[config.mk]
export PLATFORM = sky130hd
export DESIGN_NAME = lsu_ctrl_flat
export DESIGN_NICKNAME = d
export VERILOG_FILES = /design/src/rtl/lsu_ctrl_if.sv /design/src/rtl/lsu_ctrl.sv /design/src/flat_wrapper.sv
export SDC_FILE = /design/constraint.sdc
export NUM_CORES = 1
export LEC_CHECK = 0
export ABC_AREA = 1
export ABC_CLOCK_PERIOD_IN_PS = 7000
export BUFFER_PORTS_ARGS = -buffer_cell sky130_fd_sc_hd__buf_2
export CAP_MARGIN = 20
export CORE_ASPECT_RATIO = 1.25
export CORE_MARGIN = 2
export CORE_UTILIZATION = 40
export CTS_CLUSTER_SIZE = 30
export DETAILED_ROUTE_END_ITERATION = 10
export PLACE_DENSITY_LB_ADDON = 0.25
export SLEW_MARGIN = 20
export SYNTH_ARGS = -nofsm -noshare
export SYNTH_HDL_FRONTEND = slang
export SYNTH_SLANG_ARGS = --single-unit
[constraint.sdc]
create_clock -name clock -period 7 [get_ports clock]
set_input_delay 0.35 -clock clock [delete_from_list [all_inputs] [get_ports clock]]
set_output_delay 0.35 -clock clock [all_outputs]
set_load 0.1 [all_outputs]
[src/rtl/lsu_ctrl_if.sv]
// Pipeline-side and memory-bus-side handshake bundles for the load/store unit.
// All channels are valid/ready: a transfer happens on a rising edge where both are high.

interface lsu_req_if #(
   parameter int XLEN   = 64,
   parameter int ADDR_W = 64
);
   logic              req_valid;
   logic              req_ready;
   logic              req_write;
   logic [ADDR_W-1:0] req_addr;
   logic [1:0]        req_size;
   logic              req_unsigned;
   logic [XLEN-1:0]   req_wdata;
   logic              resp_valid;
   logic              resp_ready;
   logic [XLEN-1:0]   resp_rdata;
   logic              resp_err;

   modport master (
      output req_valid, req_write, req_addr, req_size, req_unsigned, req_wdata, resp_ready,
      input  req_ready, resp_valid, resp_rdata, resp_err
   );

   modport slave (
      input  req_valid, req_write, req_addr, req_size, req_unsigned, req_wdata, resp_ready,
      output req_ready, resp_valid, resp_rdata, resp_err
   );
endinterface

interface lsu_bus_if #(
   parameter int XLEN   = 64,
   parameter int ADDR_W = 64
);
   localparam int NBYTES = XLEN / 8;

   logic              bus_req_valid;
   logic              bus_req_ready;
   logic              bus_we;
   logic [ADDR_W-1:0] bus_addr;
   logic [XLEN-1:0]   bus_wdata;
   logic [NBYTES-1:0] bus_wstrb;
   logic              bus_resp_valid;
   logic [XLEN-1:0]   bus_resp_rdata;
   logic              bus_resp_err;

   modport master (
      output bus_req_valid, bus_we, bus_addr, bus_wdata, bus_wstrb,
      input  bus_req_ready, bus_resp_valid, bus_resp_rdata, bus_resp_err
   );

   modport slave (
      input  bus_req_valid, bus_we, bus_addr, bus_wdata, bus_wstrb,
      output bus_req_ready, bus_resp_valid, bus_resp_rdata, bus_resp_err
   );
endinterface

[src/rtl/lsu_ctrl.sv]
// Multi-cycle load/store unit: aligns store lanes, extracts and extends load lanes,
// rejects misaligned/oversized accesses and bounds the bus response wait.

module lsu_ctrl #(
   parameter int XLEN    = 64,
   parameter int ADDR_W  = 64,
   parameter int TIMEOUT = 255
) (
   input  logic       clock,
   input  logic       reset,
   lsu_req_if.slave   pipe,
   lsu_bus_if.master  bus,
   output logic [1:0] state_dbg
);

   localparam int NBYTES = XLEN / 8;
   localparam int OFFW   = $clog2(NBYTES);
   localparam int CNT_W  = (TIMEOUT > 0) ? $clog2(TIMEOUT + 1) : 1;

   typedef enum logic [1:0] {
      IDLE  = 2'd0,
      ISSUE = 2'd1,
      WAIT  = 2'd2,
      DONE  = 2'd3
   } state_e;

   state_e            state;
   state_e            state_next;
   logic              write_q;
   logic              uns_q;
   logic [1:0]        size_q;
   logic [OFFW-1:0]   off_q;
   logic [CNT_W-1:0]  cnt;
   logic [OFFW-1:0]   off_in;
   logic [OFFW-1:0]   align_mask;
   logic [NBYTES-1:0] strb_base;
   logic              illegal;
   logic [XLEN-1:0]   shifted;
   logic              msb;
   logic [XLEN-1:0]   rdata_ext;
   logic              timeout_hit;

   assign off_in    = pipe.req_addr[OFFW-1:0];
   assign state_dbg = state;

   assign pipe.req_ready    = (state == IDLE);
   assign pipe.resp_valid   = (state == DONE);
   assign bus.bus_req_valid = (state == ISSUE);

   // Request decode: lane strobes and alignment, evaluated on the incoming fields.
   always_comb begin
      align_mask = '0;
      strb_base  = '0;
      for (int i = 0; i < OFFW; i++) align_mask[i] = (i < int'(pipe.req_size));
      for (int i = 0; i < NBYTES; i++) strb_base[i] = (i < (1 << pipe.req_size));
      illegal = (int'(pipe.req_size) > OFFW) || ((off_in & align_mask) != '0);
   end

   // Load extraction: right-justify the addressed lanes, then fill above the field width.
   always_comb begin
      shifted = bus.bus_resp_rdata >> {off_q, 3'b000};
      msb     = 1'b0;
      for (int i = 0; i < XLEN; i++) begin
         if (i == (8 << size_q) - 1) msb = shifted[i];
      end
      rdata_ext = shifted;
      for (int i = 0; i < XLEN; i++) begin
         if (i >= (8 << size_q)) rdata_ext[i] = uns_q ? 1'b0 : msb;
      end
   end

   assign timeout_hit = (TIMEOUT != 0) && (cnt == CNT_W'(TIMEOUT - 1));

   always_comb begin
      state_next = state;
      case (state)
         IDLE:    if (pipe.req_valid) state_next = illegal ? DONE : ISSUE;
         ISSUE:   if (bus.bus_req_ready) state_next = WAIT;
         WAIT:    if (bus.bus_resp_valid || timeout_hit) state_next = DONE;
         DONE:    if (pipe.resp_ready) state_next = IDLE;
         default: state_next = IDLE;
      endcase
   end

   always_ff @(posedge clock or posedge reset) begin
      if (reset) state <= IDLE;
      else       state <= state_next;
   end

   always_ff @(posedge clock or posedge reset) begin
      if (reset) begin
         write_q         <= 1'b0;
         uns_q           <= 1'b0;
         size_q          <= '0;
         off_q           <= '0;
         cnt             <= '0;
         pipe.resp_rdata <= '0;
         pipe.resp_err   <= 1'b0;
         bus.bus_we      <= 1'b0;
         bus.bus_addr    <= '0;
         bus.bus_wdata   <= '0;
         bus.bus_wstrb   <= '0;
      end else begin
         case (state)
            IDLE: begin
               if (pipe.req_valid) begin
                  write_q <= pipe.req_write;
                  uns_q   <= pipe.req_unsigned;
                  size_q  <= pipe.req_size;
                  off_q   <= off_in;
                  if (illegal) begin
                     pipe.resp_err   <= 1'b1;
                     pipe.resp_rdata <= '0;
                  end else begin
                     bus.bus_addr  <= {pipe.req_addr[ADDR_W-1:OFFW], {OFFW{1'b0}}};
                     bus.bus_we    <= pipe.req_write;
                     bus.bus_wdata <= pipe.req_wdata << {off_in, 3'b000};
                     bus.bus_wstrb <= pipe.req_write ? (strb_base << off_in) : '0;
                  end
               end
            end
            ISSUE: begin
               if (bus.bus_req_ready) cnt <= '0;
            end
            WAIT: begin
               cnt <= cnt + 1'b1;
               // A response on the limit cycle takes priority over the timeout.
               if (bus.bus_resp_valid) begin
                  pipe.resp_err   <= bus.bus_resp_err;
                  pipe.resp_rdata <= (write_q || bus.bus_resp_err) ? '0 : rdata_ext;
               end else if (timeout_hit) begin
                  pipe.resp_err   <= 1'b1;
                  pipe.resp_rdata <= '0;
               end
            end
            DONE: begin
               if (pipe.resp_ready) begin
                  pipe.resp_err   <= 1'b0;
                  pipe.resp_rdata <= '0;
               end
            end
            default: ;
         endcase
      end
   end

endmodule

[src/flat_wrapper.sv]
// flat-port wrapper written by rule: the top's interface ports become plain ports
module lsu_ctrl_flat 
#(
   parameter int XLEN    = 64,
   parameter int ADDR_W  = 64,
   parameter int TIMEOUT = 255
)
  (clock, reset, state_dbg, pipe_req_valid, pipe_req_write, pipe_req_addr, pipe_req_size, pipe_req_unsigned, pipe_req_wdata, pipe_resp_ready, pipe_req_ready, pipe_resp_valid, pipe_resp_rdata, pipe_resp_err, bus_bus_req_valid, bus_bus_we, bus_bus_addr, bus_bus_wdata, bus_bus_wstrb, bus_bus_req_ready, bus_bus_resp_valid, bus_bus_resp_rdata, bus_bus_resp_err);
  lsu_req_if #(.XLEN(XLEN), .ADDR_W(ADDR_W)) pipe_i ();
  lsu_bus_if #(.XLEN(XLEN), .ADDR_W(ADDR_W)) bus_i ();
  input  logic clock;
  input  logic reset;
  output logic [1:0] state_dbg;
  input wire logic [$bits(pipe_i.req_valid)-1:0] pipe_req_valid;
  input wire logic [$bits(pipe_i.req_write)-1:0] pipe_req_write;
  input wire logic [$bits(pipe_i.req_addr)-1:0] pipe_req_addr;
  input wire logic [$bits(pipe_i.req_size)-1:0] pipe_req_size;
  input wire logic [$bits(pipe_i.req_unsigned)-1:0] pipe_req_unsigned;
  input wire logic [$bits(pipe_i.req_wdata)-1:0] pipe_req_wdata;
  input wire logic [$bits(pipe_i.resp_ready)-1:0] pipe_resp_ready;
  output wire logic [$bits(pipe_i.req_ready)-1:0] pipe_req_ready;
  output wire logic [$bits(pipe_i.resp_valid)-1:0] pipe_resp_valid;
  output wire logic [$bits(pipe_i.resp_rdata)-1:0] pipe_resp_rdata;
  output wire logic [$bits(pipe_i.resp_err)-1:0] pipe_resp_err;
  output wire logic [$bits(bus_i.bus_req_valid)-1:0] bus_bus_req_valid;
  output wire logic [$bits(bus_i.bus_we)-1:0] bus_bus_we;
  output wire logic [$bits(bus_i.bus_addr)-1:0] bus_bus_addr;
  output wire logic [$bits(bus_i.bus_wdata)-1:0] bus_bus_wdata;
  output wire logic [$bits(bus_i.bus_wstrb)-1:0] bus_bus_wstrb;
  input wire logic [$bits(bus_i.bus_req_ready)-1:0] bus_bus_req_ready;
  input wire logic [$bits(bus_i.bus_resp_valid)-1:0] bus_bus_resp_valid;
  input wire logic [$bits(bus_i.bus_resp_rdata)-1:0] bus_bus_resp_rdata;
  input wire logic [$bits(bus_i.bus_resp_err)-1:0] bus_bus_resp_err;
  assign pipe_i.req_valid = pipe_req_valid;
  assign pipe_i.req_write = pipe_req_write;
  assign pipe_i.req_addr = pipe_req_addr;
  assign pipe_i.req_size = pipe_req_size;
  assign pipe_i.req_unsigned = pipe_req_unsigned;
  assign pipe_i.req_wdata = pipe_req_wdata;
  assign pipe_i.resp_ready = pipe_resp_ready;
  assign pipe_req_ready = pipe_i.req_ready;
  assign pipe_resp_valid = pipe_i.resp_valid;
  assign pipe_resp_rdata = pipe_i.resp_rdata;
  assign pipe_resp_err = pipe_i.resp_err;
  assign bus_bus_req_valid = bus_i.bus_req_valid;
  assign bus_bus_we = bus_i.bus_we;
  assign bus_bus_addr = bus_i.bus_addr;
  assign bus_bus_wdata = bus_i.bus_wdata;
  assign bus_bus_wstrb = bus_i.bus_wstrb;
  assign bus_i.bus_req_ready = bus_bus_req_ready;
  assign bus_i.bus_resp_valid = bus_bus_resp_valid;
  assign bus_i.bus_resp_rdata = bus_bus_resp_rdata;
  assign bus_i.bus_resp_err = bus_bus_resp_err;
  lsu_ctrl #(.XLEN(XLEN), .ADDR_W(ADDR_W), .TIMEOUT(TIMEOUT)) u_core (.clock(clock), .reset(reset), .pipe(pipe_i), .bus(bus_i), .state_dbg(state_dbg));
endmodule
==> key figures <==
Run status
  – Run status: finished, final reports clean

Power and ir drop
  – Total power: 8.84 mW
  – Internal power: 3.34 mW
  – Clock group share of total power: 14.7%
  – Pleak: 8.45 nW
  – Register share of total power: 22.3%
  – Net Sw Power: 5.50 mW
  – Power Density: 582 mW/mm^2
  – Gate power share: 63.0%
  – Maximum vdd drop: 0.403 mV
  – Net Sw Frac: 62.2%

Synth
  – Synth async-reset ratio: 100%
  – Synth top area cells: dfrtp_1 (44%), nand2_1 (23%), o21ai_0 (5.4%)
  – Synthesized area: 0.0123 mm^2
  – Synthesized flop and latch total: 216
  – Share of the synthesized area in the top cell type: 44.1%
  – Synth warnings: 0
  – Syn Area/Cell: 7.20 um^2
  – Distinct cells, synth: 43
  – Top-count cell post-synth: nand2_1
  – Post-synthesis sequential area ratio: 44.1%
  – Commonest cells in the netlist: nand2_1 (737), dfrtp_1 (216), o21ai_0 (133), nand3_1 (102), nor2_1 (91)
  – Synthesized instance count: 1701
  – EDFF count, synth: 0
  – Leading area contributor after synthesis: dfrtp_1
  – Top_reg_cell synth: dfrtp_1

Route
  – Routed wire length: 45.2 mm
  – DRT Pass-1 Iters: 7
  – Via count: 12900
  – Met1 wire length: 17.4 mm
  – # DRC: 0
  – DR top layer: met5
  – Mean routed wirelength per cell: 18.4 um
  – Metal2 WL: 21.4 mm
  – Initial DRC Count: 1148
  – Via-to-Cell Ratio: 5.23
  – Antenna-violating nets left: 0
  – WL met3: 4.00 mm

Worst setup path
  – Critical-path top delay cell: buf_4
  – Worst setup SP type: input port
  – Worst EP arrival: 3.80 ns
  – Slowest stage delay, CP: 0.76 ns
  – R2R depth: 9
  – Reg2reg start: u_core.state_dbg[0]
  – Reg-to-reg endpoint: u_core.bus.bus_wstrb[4]
  – Max FO, Critical Path: 95
  – CP Class: input port to register
  – Crit-path cells: buf_2, buf_4, inv_2, o21ai_2, nor2_4, nand2_8, inv_2, buf_4, nand2_1, o21ai_0
  – CP Capture Type: register
  – Critical Path RT: 7.44 ns
  – Worst R2R Setup Slack: 3.84 ns

Job
  – Max cap viols: 0

Clocking
  – H-tree depth: 1
  – Post-CTS sizing: 0
  – Clk slew on worst S/H paths: 0.06 ns
  – Clk buf depth: 3
  – Clock sinks: 216
  – CTS buffer count: 25
  – Worst-skew pair later-pin latency: 0.53 ns
  – CTS tree: built
  – Root Buffer: clkbuf_16

Finish
  – Synth-to-layout area growth: 23.9%
  – Nets: 2251
  – Layout cell share with drive strength beyond 1: 24.4%
  – Final Util: 50.4%

Die
  – CORE AREA: 0.0301 mm^2
  – Num ports: 410
  – Full die area: 0.0321 mm^2
  – Starting Density: 40.7%
  – Horiz. Die Dim: 161 um
  – Die Y: 200 um
  – Core Rows: 71

Timing
  – Hold violation count in the final report: 0
  – Fin Setup TNS: 0 ns
  – Slew Limit Fails: 0
  – Worst Skew: 0.0230 ns
  – Final setup viols: 0
  – Fin crit period: 3.36 ns
  – RSZ-0062 raised after global routing: false
  – Final period util: 48.0%
  – Max Fclk: 0.298 GHz
  – Worst-Margin Slew: 1.01 ns
  – Min Hold Slack: 0.0121 ns
  – Max_slew headroom: 32.8%

Min path
  – HP Class: input port to asynchronous set/reset pin

GRT
  – Initial antenna violation count: 4
  – GR Overflow Total: 0
  – Pin count of the biggest net entering global routing: 115
  – Global-route wire length before repair: 68.8 mm
  – Total GRT Usage: 27.6%
  – Vias in the first global route: 12300

Place
  – I/O Buffers: 406
  – DP Wirelength: 32.8 mm
  – Routability cong.: 0.924
[critical path, delay by kind of cell]
| kind | cells | cell delay [ns] |
|---|---|---|
| AOI/OAI and AO/OA | 2 | 0.44 |
| buffers and inverters | 5 | 1.91 |
| and+or+nand+nor | 3 | 0.92 |
[layer usage]
layer | vias to the layer above | track usage, %
met2 | 585 | 46.1
li1 | 6161 | -
met4 | 8 | 14.1
met5 | - | 0
met3 | 125 | 6.58
met1 | 5973 | 33.4
[cell families after synthesis]
family	count (synthesis)	synth area share [%]
buffers and inverters	192	7.43
other	2	0.0613
XOR/XNOR	1	0.0715
AO/OA/AOI/OAI	300	14.4
flip-flops	216	44.1
adder cells (fa/ha/maj)	9	0.919
AND/OR/NAND/NOR	955	30.9
multiplexers	26	2.14
[timing repair]
item                                   in CTS  in global routing
setup buffers                               0                  0
hold buffers                                9                  0
endpoints found under the hold margin       9                  0
[registers in the layout, indices dropped and copies added (netlist names)]
signal and flops:
u_core.bus.bus_wdata 64, u_core.pipe.resp_rdata 64, u_core.bus.bus_addr 61, u_core.bus.bus_wstrb 8, u_core.cnt 8, u_core.off_q 3
u_core.size_q 2, u_core.state_dbg 2, u_core.bus.bus_we 1, u_core.pipe.resp_err 1, u_core.uns_q 1, u_core.write_q 1
[layout by cell type, fill, tap and decap left out, types with 25 or more instances in the layout]
cell type / instances
dfrtp_1: 215
nor2_1: 91
nand2_1: 737
buf_2: 406
o21ai_0: 133
a21oi_1: 57
nand3_1: 102
clkbuf_16: 25
inv_1: 58
o21ai_1: 41
[worst max path at each step]
stage | from | slack (ns) | endpoint
6_report | pipe_req_addr[2] | 3.64 | u_core.bus.bus_wstrb[4]
5_1_grt | pipe_req_addr[2] | 3.34 | u_core.bus.bus_wstrb[4]
4_1_cts | pipe_req_addr[2] | 3.73 | u_core.bus.bus_wstrb[4]
3_5_place_dp | pipe_req_addr[2] | 3.17 | u_core.bus.bus_wstrb[4]
3_3_place_gp | pipe_req_addr[2] | 3.25 | u_core.bus.bus_wstrb[2]
2_1_floorplan | reset | 0.74 | u_core.bus.bus_addr[10]
[stage by stage]
step,instances,setup slack (ns),area (um^2)
6_report,2459,3.64,15200
3_5_place_dp,2404,3.17,14300
3_3_place_gp,2404,3.25,14300
4_1_cts,2456,3.73,15200
5_1_grt,2456,3.34,15200
2_1_floorplan,1703,0.742,12300
[final cells by class]
type / instances / area, um^2
fill: 3020 / 14900
multi-input combinational: 1295 / 5960
sequential: 216 / 5410
timing repair buffer: 428 / 2220
clock buffer: 34 / 689
tap: 401 / 502
inverter: 73 / 287
clock inverter: 9 / 108
antenna: 3 / 7.51
[power by group through the flow]
stage / sequential (mW) / combinational (mW) / clock [mW]
2_1_floorplan: 4.81 / 1.70 / 0
3_3_place_gp: 1.98 / 5.54 / 0
3_5_place_dp: 1.98 / 5.57 / 0
4_1_cts: 1.97 / 5.57 / 1.32
5_1_grt: 2.02 / 5.87 / 1.38
6_report: 1.97 / 5.57 / 1.30
Note: power is estimated with default switching activity, not from simulation.
